<file path="src/rtl/rename_pkg.sv">
// Shared rename-stage types, used by the free list, the RAT and the ROB.
// Holds the architectural and physical register index widths and the typedefs
// built from them.
package rename_pkg;

    localparam int ARCH_REG_WIDTH = 3;
    localparam int PHYS_REG_WIDTH = 4;

    localparam int NUM_ARCH_REGS_DEFAULT = 1 << ARCH_REG_WIDTH;
    localparam int NUM_PHYS_REGS_DEFAULT = 1 << PHYS_REG_WIDTH;

    typedef logic [ARCH_REG_WIDTH-1:0] areg_t;
    typedef logic [PHYS_REG_WIDTH-1:0] preg_t;

endpackage

</file>
<file path="src/rtl/circ_fifo.sv">
// Circular FIFO with head/tail pointers, an occupancy count and storage that
// loads a caller-supplied pattern at reset.
// Ports:
//   clk        in   clock
//   rst        in   synchronous reset, active-high
//   push       in   write push_data at tail (caller guarantees not full)
//   push_data  in   WIDTH-bit entry
//   pop        in   advance head (caller guarantees not empty)
//   head_data  out  entry at head, combinational
//   count      out  number of valid entries
module circ_fifo #(
    parameter int DEPTH      = 16,
    parameter int WIDTH      = 4,
    parameter int INIT_COUNT = DEPTH,
    parameter logic [DEPTH*WIDTH-1:0] INIT_DATA = '0
) (
    input  logic                       clk,
    input  logic                       rst,
    input  logic                       push,
    input  logic [WIDTH-1:0]           push_data,
    input  logic                       pop,
    output logic [WIDTH-1:0]           head_data,
    output logic [$clog2(DEPTH+1)-1:0] count
);

    localparam int PTRW      = $clog2(DEPTH);
    localparam int CW        = $clog2(DEPTH+1);
    localparam int INIT_TAIL = INIT_COUNT % DEPTH;

    logic [WIDTH-1:0] mem [DEPTH];
    logic [PTRW-1:0]  head;
    logic [PTRW-1:0]  tail;

    // Pointers wrap explicitly so DEPTH need not be a power of two.
    function automatic logic [PTRW-1:0] ptr_inc(input logic [PTRW-1:0] ptr);
        return (ptr == PTRW'(DEPTH-1)) ? '0 : ptr + 1'b1;
    endfunction

    assign head_data = mem[head];

    // NOTE: sequential state uses non-blocking assignments so every register
    // samples pre-edge values regardless of statement order.
    always_ff @(posedge clk) begin
        if (rst) begin
            head  <= '0;
            tail  <= PTRW'(INIT_TAIL);
            count <= CW'(INIT_COUNT);
            // NOTE: the storage is reset on purpose: the initial free-list
            // contents are architectural state, not don't-care data.
            for (int i = 0; i < DEPTH; i++) begin
                mem[i] <= INIT_DATA[i*WIDTH +: WIDTH];
            end
        end else begin
            if (pop) begin
                head <= ptr_inc(head);
            end
            if (push) begin
                mem[tail] <= push_data;
                tail      <= ptr_inc(tail);
            end
            if (push && !pop) begin
                count <= count + 1'b1;
            end else if (pop && !push) begin
                count <= count - 1'b1;
            end
        end
    end

endmodule

</file>
<file path="src/rtl/phys_reg_freelist.sv">
// Free pool of physical registers. Rename pops pregs on the alloc port;
// commit returns each retired instruction's previous preg on the release
// port. A membership bitmap rejects releases of pregs that are already free
// or out of range and flags them in a sticky error bit.
// Ports:
//   clk              in   clock
//   rst              in   synchronous reset, active-high
//   alloc_req        in   rename wants one preg this cycle
//   alloc_valid      out  pool not empty
//   alloc_preg       out  preg at pool head (combinational)
//   rel_valid        in   commit returns one preg
//   rel_preg         in   preg being returned
//   rel_ready        out  pool not full
//   free_count       out  number of free pregs
//   err_double_free  out  sticky: a release was rejected
module phys_reg_freelist
    import rename_pkg::*;
#(
    parameter int NUM_ARCH_REGS = NUM_ARCH_REGS_DEFAULT,
    parameter int NUM_PHYS_REGS = NUM_PHYS_REGS_DEFAULT,
    parameter bit INIT_MAP      = 1'b0
) (
    input  logic                             clk,
    input  logic                             rst,
    input  logic                             alloc_req,
    output logic                             alloc_valid,
    output logic [$clog2(NUM_PHYS_REGS)-1:0] alloc_preg,
    input  logic                             rel_valid,
    input  logic [$clog2(NUM_PHYS_REGS)-1:0] rel_preg,
    output logic                             rel_ready,
    output logic [$clog2(NUM_PHYS_REGS):0]   free_count,
    output logic                             err_double_free
);

    localparam int N          = NUM_PHYS_REGS;
    localparam int PW         = $clog2(N);
    localparam int INIT_COUNT = INIT_MAP ? N - NUM_ARCH_REGS : N;
    localparam logic [PW:0] N_CNT = (PW+1)'(N);

    // With INIT_MAP the architectural regs own pregs 0..NUM_ARCH_REGS-1, so
    // the pool starts at NUM_ARCH_REGS. Entries past the live count are never
    // read before being overwritten.
    function automatic logic [N*PW-1:0] build_init_data();
        logic [N*PW-1:0] v;
        v = '0;
        for (int i = 0; i < N; i++) begin
            v[i*PW +: PW] = PW'((INIT_MAP ? NUM_ARCH_REGS : 0) + i);
        end
        return v;
    endfunction

    function automatic logic [N-1:0] build_init_free();
        logic [N-1:0] m;
        for (int p = 0; p < N; p++) begin
            m[p] = !INIT_MAP || (p >= NUM_ARCH_REGS);
        end
        return m;
    endfunction

    localparam logic [N*PW-1:0] INIT_DATA = build_init_data();
    localparam logic [N-1:0]    INIT_FREE = build_init_free();

    logic [N-1:0] in_list;  // bit p set while preg p sits in the pool
    logic [PW:0]  count;
    logic         alloc_fire;
    logic         rel_in_range;
    logic         rel_bad;
    logic         rel_fire;

    assign alloc_valid  = (count != '0);
    assign rel_ready    = (count != N_CNT);
    assign free_count   = count;
    assign alloc_fire   = alloc_req && alloc_valid;

    // A full pool has every bitmap bit set, so any release there is rel_bad
    // through in_list alone; rel_ready is not needed to catch it.
    assign rel_in_range = ({1'b0, rel_preg} < N_CNT);
    assign rel_bad      = rel_valid && (!rel_in_range || in_list[rel_preg]);
    assign rel_fire     = rel_valid && rel_ready && !rel_bad;

    circ_fifo #(
        .DEPTH      (N),
        .WIDTH      (PW),
        .INIT_COUNT (INIT_COUNT),
        .INIT_DATA  (INIT_DATA)
    ) u_fifo (
        .clk       (clk),
        .rst       (rst),
        .push      (rel_fire),
        .push_data (rel_preg),
        .pop       (alloc_fire),
        .head_data (alloc_preg),
        .count     (count)
    );

    // The allocated preg has its bit set and a fired release has its bit
    // clear, so the two updates never target the same bit.
    always_ff @(posedge clk) begin
        if (rst) begin
            in_list         <= INIT_FREE;
            err_double_free <= 1'b0;
        end else begin
            if (alloc_fire) begin
                in_list[alloc_preg] <= 1'b0;
            end
            if (rel_fire) begin
                in_list[rel_preg] <= 1'b1;
            end
            if (rel_bad) begin
                err_double_free <= 1'b1;
            end
        end
    end

endmodule

</file>
<file path="config.mk">
export PLATFORM = sky130hd
export DESIGN_NAME = phys_reg_freelist
export DESIGN_NICKNAME = d
export VERILOG_FILES = /design/src/rtl/rename_pkg.sv /design/src/rtl/circ_fifo.sv /design/src/rtl/phys_reg_freelist.sv
export SDC_FILE = /design/constraint.sdc
export NUM_CORES = 1
export LEC_CHECK = 0
export CAP_MARGIN = 10
export CORE_ASPECT_RATIO = 0.8
export CORE_MARGIN = 2
export CORE_UTILIZATION = 53
export DETAILED_ROUTE_END_ITERATION = 7
export PLACE_DENSITY_LB_ADDON = 0.3
export SLEW_MARGIN = 20
export SYNTH_ARGS = -nofsm -noshare
export SYNTH_HDL_FRONTEND = slang
export SYNTH_SLANG_ARGS = --single-unit
</file>
<file path="constraint.sdc">
create_clock -name clk -period 3.72 [get_ports clk]
set_input_delay 0.372 -clock clk [delete_from_list [all_inputs] [get_ports clk]]
set_output_delay 0.372 -clock clk [all_outputs]
set_load 0.05 [all_outputs]
</file>
# Word level (Yosys, flattened, before mapping)
# Memories as Yosys holds them, arrays and structs flattened. A register that Yosys moved wholly into a read port is not among the register bits.
# Index checks and enable logic that the tools add are counted.
op_classes:
  n_addsub: 4
  order_cmp: 4
  eq_ne: 3
  n_mux: 23
  bitwise: 3
  reduce_logical: 14
ops:
  columns: ["op", "count"]
  rows:
  - ["16-bit two-way mux", 3]
  - ["4-bit two-way mux", 6]
  - ["16-bit AND", 1]
  - ["16-bit inverter", 1]
  - ["16-bit bitwise OR", 1]
  - ["4-bit by 5-bit < comparator with 1-bit output (second input constant)", 2]
  - ["5-bit two-way mux", 2]
  - ["1-bit two-way mux", 9]
  - ["4-bit by 1-bit adder with 4-bit output (second input constant)", 2]
  - ["1-bit demux with 4-bit select", 2]
  - ["4-bit == test (second input constant)", 2]
  - ["4-bit by 1-bit greater-or-equal comparator with 1-bit output (second input constant)", 2]
  - ["1-bit logical AND", 8]
  - ["5-bit by 1-bit adder with 5-bit output (second input constant)", 1]
  - ["5-bit inequality test (second input constant)", 1]
  - ["5-bit nonzero test", 1]
  - ["5-bit by 1-bit subtractor with 5-bit output (second input constant)", 1]
  - ["1-bit binary-select mux with 4-bit select", 1]
  - ["4-bit OR reduction", 1]
  - ["1-bit logical NOT", 3]
  - ["2-bit nonzero test", 1]
word_totals:
  regBits: 30
  mem_bits_rw: 64
  inputBits: 8
  output_inout_bits: 12
  n_memories: 1
mem_list:
  columns: ["name", "words", "width", "read_ports", "rd_ports_with_merged_regs", "write_ports", "line", "rtl"]
  rows:
  - ["u_fifo.mem", 16, 4, 1, 1, 16, "circ_fifo.sv:30", "logic [WIDTH-1:0] mem [DEPTH];"]

# Depth between registers and ports, before layout
depth:
  ltp_word: 10
  mapped_depth: 14
  depth_no_buf: 12

# Cells and area by module
# Synthesis repeated with hierarchy kept, for this count alone.
unflattened:
  cells_unflattened: 421
  area_unflattened_um2: 4884.7
modules_own_cells:
  columns: ["mod", "instances", "cells_per_inst", "area_each_um2", "seq_area_each_um2"]
  rows:
  - ["circ_fifo", 1, 303, 3853.7, 2262.2]
  - ["phys_reg_freelist", 1, 118, 1031.0, 340.3]

# Least setup slack after synthesis
# No wires, ideal clock.
synth_timing:
  path_type: "register to register"
  start: "register u_fifo.count[0]"
  end: "register u_fifo.count[4]"
  arrival_ns: 3.121
  path_slack_ns: 0.482
  stages_incl_launch_ff: 14
  n_path_buf: 1
  period_less_slack_ns: 3.238
  path_cell_list: "dfxtp_1 > nor4_2 > a211oi_1 > a22o_4 > buf_4 > ha_1 > inv_1 > ha_1 > nor2b_1 > o21a_1 > or3_1 > a21oi_1 > xnor2_1 > nand2b_1"
synth_between:
  elab_chain_cells: 6
  elab_cells_between_ends: 14
  cone_classes: "add/sub: 2; eq/ne: 1; mux: 2; reduce/logical: 9"
synth_rtl:
  columns: ["item", "line", "rtl"]
  rows:
  - ["from (decl)", "circ_fifo.sv:23", "output logic [$clog2(DEPTH+1)-1:0] count"]
  - ["from (signal assigned)", "circ_fifo.sv:47", "count <= CW'(INIT_COUNT);"]
  - ["from (signal assigned)", "circ_fifo.sv:62", "count <= count + 1'b1;"]
  - ["from (signal assigned)", "circ_fifo.sv:64", "count <= count - 1'b1;"]
  - ["branches (longest 6 deep; another with 5-bit by 1-bit subtractor with 5-bit output)", null, null]
# Parallel ways; which one is timed is not known. The select of a mux whose other input is x is not followed.
# A chain may end at the register's enable or synchronous reset.

# Final worst setup path
layout_timing:
  start: "input rel_preg[0]"
  end: "register u_fifo.count[4]"
layout_between:
  elab_chain_cells: 8
  elab_cells_between_ends: 10
  cone_classes: "mux: 3; reduce/logical: 7"
layout_rtl:
  columns: ["item", "line", "rtl"]
  rows:
  - ["from (decl)", "phys_reg_freelist.sv:29", "input logic [$clog2(NUM_PHYS_REGS)-1:0] rel_preg,"]
  - ["1-bit binary-select mux with 4-bit select *", "phys_reg_freelist.sv:78", "assign rel_bad = rel_valid && (!rel_in_range || in_list[rel_preg]);"]
  - ["1-bit two-way mux (not written as such) *", "phys_reg_freelist.sv:78", null]
  - ["1-bit logical AND *", "phys_reg_freelist.sv:78", null]
  - ["1-bit logical NOT *", "phys_reg_freelist.sv:79", "assign rel_fire = rel_valid && rel_ready && !rel_bad;"]
  - ["1-bit logical AND *", "phys_reg_freelist.sv:79", null]
  - ["1-bit logical NOT", "circ_fifo.sv:63", "end else if (pop && !push) begin"]
  - ["1-bit logical AND", "circ_fifo.sv:63", null]
  - ["2-bit nonzero test (no line)", null, null]
# Mark *: on every way between the ends. The rest lies on a longest branch, timed or not. The select of a mux whose other input is x is not followed.

==> impl_results.md <==
* Post-Place Worst Slack at -0.0498 ns
* Clock skew at 0.00653 ns
* Clk_lat worst skew at 0.34 ns
* P&R area growth vs syn at 12.6%
* Critical R2R Capture: u_fifo.count[4]$_SDFFE_PP1P_
* Synth warn at 0
* Mean routed wirelength per cell at 19.9 um
* Status: complete, no violations
* Initial antenna violation count at 0
* DP Cell Count at 558
* Largest net degree at the start of global routing at 56
* Max Freq at 292 MHz
* Hold Crit Depth at 2
* Footprint of the multi-input gates at 2090 um2
* Starting DRT DRC Count at 355
* Setup-failing EPs final at 0
* GPL Wtd Cong at 0.924
* Mapped Area at 4840 um2
* Root buffer cell: clkbuf_16
* Filler cells at 723
* Antenna Cells at 0
* Cells after Synth at 432
* Die width at 111 um
* Min-Delay Path Class: flop to flop
* Max-Slew Margin vs Limit at 30.9%
* Design Area, Final at 5450 um2
* Final Net Count at 473
* P_leak at 1.81 nW
* Vias per inst at 6.08
* Total GRT Usage at 24.1%
* Non-Filler Instances at 574
* Core box area at 8960 um2
* Post-layout min period at 3.42 ns
* Overflow after GRT at 0
* Post-synth ARST share at 0%
* Initial Utilization at 54.1%
* CTS tree: built
* Crit Path Max Fanout at 6
* PortBufs at 19
* # Post-CTS Setup Buffers at 0
* PnR Total Power at 2.88 mW
* Fin crit share at 92.0%
* Top Ports at 20
* Worst VDD drop at 0.382 mV
* Setup TNS at 0 ns
* Cts repair resizes at 0
* Post-DP HPWL at 8.32 mm
* Detail Route Antenna Nets at 0
* Initial DRT Pass Iterations at 5
* Slew Limit Fails at 0
* Hold endpoint: in_list[4]$_SDFF_PP1_
* Predominant post-synthesis flop cell: edfxtp_1
* Die Y at 89.5 um
* Worst slew pin tran at 1.04 ns
* Kind of critical path: primary input to flop
* Die area at 9920 um2
* Clk pin slew, worst setup/hold paths at 0.07 ns
* P per Cell Area at 528 nW/um2
* Clk sinks at 98
* RSZ-0062 raised after global routing: no
* First-pass GRT wire length at 17.9 mm
* Commonest cells after routing, fill and taps aside: nand2_1, edfxtp_1, nor2_1, dfxtp_1, a21oi_1
* Final wirelength at 11.4 mm
* CTS buffer count at 9
* DRC violations left at 0
* Top cells by area, synth: edfxtp_1, dfxtp_1, mux4_2, nand2_1, nor2_1
* Leading area contributor after synthesis: edfxtp_1
* Core Rows at 31
* Post-synth EDFFs at 64
* Netlist cell types at 54
* Reg-to-Reg Start: u_fifo.count[0]$_SDFFE_PP0P_
* Hold-fix buffers at CTS at 0
* Seq/Total Area, Yosys at 53.7%
* Synth top area share at 39.7%
* CTS max path bufs at 2
* #FFs+latches synth at 98
* H-tree Lvls at 3
* Crit start category: primary input
* Max-cap violation count at 0
* Critical Path AT at 3.65 ns
* Commonest non-fill, non-tap cell in the layout: nand2_1
* Vias at 3490
* Reg area at 2600 um2
* Share of cells above drive strength 1 at 12.0%
* HP Start: in_list[4]$_SDFF_PP1_
* Placed cell area at 5150 um2
* Final count of hold timing violations at 0
* Vias in the first global route at 3273
* Post-route setup slack at 0.297 ns
* CP endpoint kind: flop
* Reg2Reg Depth at 13
* Syn Nets at 451
* FF-to-FF setup slack at 0.65 ns
* Avg Cell Area, Syn at 11.2 um2
* WP data required at 3.95 ns
[flip-flops by register name, summed over array words and instances, names as in the netlist, named ones only]
register / cells
err_double_free: 1
u_fifo.tail: 4
u_fifo.head: 4
in_list: 16
u_fifo.mem: 64
u_fifo.count: 5
[Yosys cell counts (4+ instances only)]
cell type  instances
o21ai_0           10
edfxtp_1          64
xor2_1             4
nand2_1           71
dfxtp_1           34
a21oi_1           22
mux4_1             4
a221o_1            8
nand2b_1           8
nor2b_1           12
nor2_1            58
mux4_2            12
ha_1              10
nand2_2            4
clkbuf_1          12
nand4_1            4
a21o_1            14
inv_1             10
mux2i_1           10
nand3_1            9
[where the power goes]
| part | switching, mW | internal [mW] |
|---|---|---|
| logic | 0.431 | 0.262 |
| clock network | 0.383 | 0.537 |
| registers | 0.0556 | 1.21 |
| total | 0.870 | 2.01 |
[critical path, cell delays in order]
cell,delay (ns)
clkdlybuf4s50_1,0.68
mux4_2,0.58
mux2i_1,0.27
a22o_4,0.17
ha_1,0.16
inv_1,0.09
ha_1,0.30
nor2b_1,0.16
o21a_1,0.20
or3_1,0.32
a21oi_1,0.18
xnor2_1,0.13
nand2b_1,0.06
[how the worst max path moves through the flow]
stage                                 startpoint                           end  slack [ns]
floorplan           u_fifo.count[0]$_SDFFE_PP0P_  u_fifo.count[4]$_SDFFE_PP1P_        0.48
global placement                     rel_preg[0]  u_fifo.count[4]$_SDFFE_PP1P_        0.07
detailed placement                   rel_preg[0]  u_fifo.count[4]$_SDFFE_PP1P_       -0.05
CTS                                  rel_preg[0]  u_fifo.count[4]$_SDFFE_PP1P_        0.26
global route                         rel_preg[0]  u_fifo.count[4]$_SDFFE_PP1P_        0.04
finish                               rel_preg[0]  u_fifo.count[4]$_SDFFE_PP1P_        0.30
[per-layer routing]
layer,part of all wire (%),GRT usage (%),vias to the layer above,routed length (um)
met5,0,0,-,0
met4,1.6,7.84,0,187
met3,8.8,5.69,17,1010
met2,44,35.1,182,5070
met1,45,36.0,1680,5150
li1,-,-,1611,-
[metrics by stage]
stage / utilization, % / hold WS, ns
after global routing: 60.8 / 0.478
after detailed placement: 57.5 / 0.458
after global placement: 57.5 / 0.453
final: 60.8 / 0.474
after CTS: 60.8 / 0.469
after floorplan: - / 0.436
[kinds of logic after synthesis]
kind of cell,share of synthesized area (%)
fa+ha+maj,3.00
mux,9.82
simple gates,17.5
buf+inv,3.07
xor+xnor,1.08
compound gates,11.8
flops,53.7
[cell type report]
type / instances / area share, %
Multi-Input combinational cell: 303 / 38.4
Clock inverter: 5 / 0.987
Sequential cell: 98 / 47.7
Tap cell: 115 / 2.64
Clock buffer: 11 / 4.45
Inverter: 11 / 0.757
Timing Repair Buffer: 31 / 5.05
(Power assumes the default switching activity.)
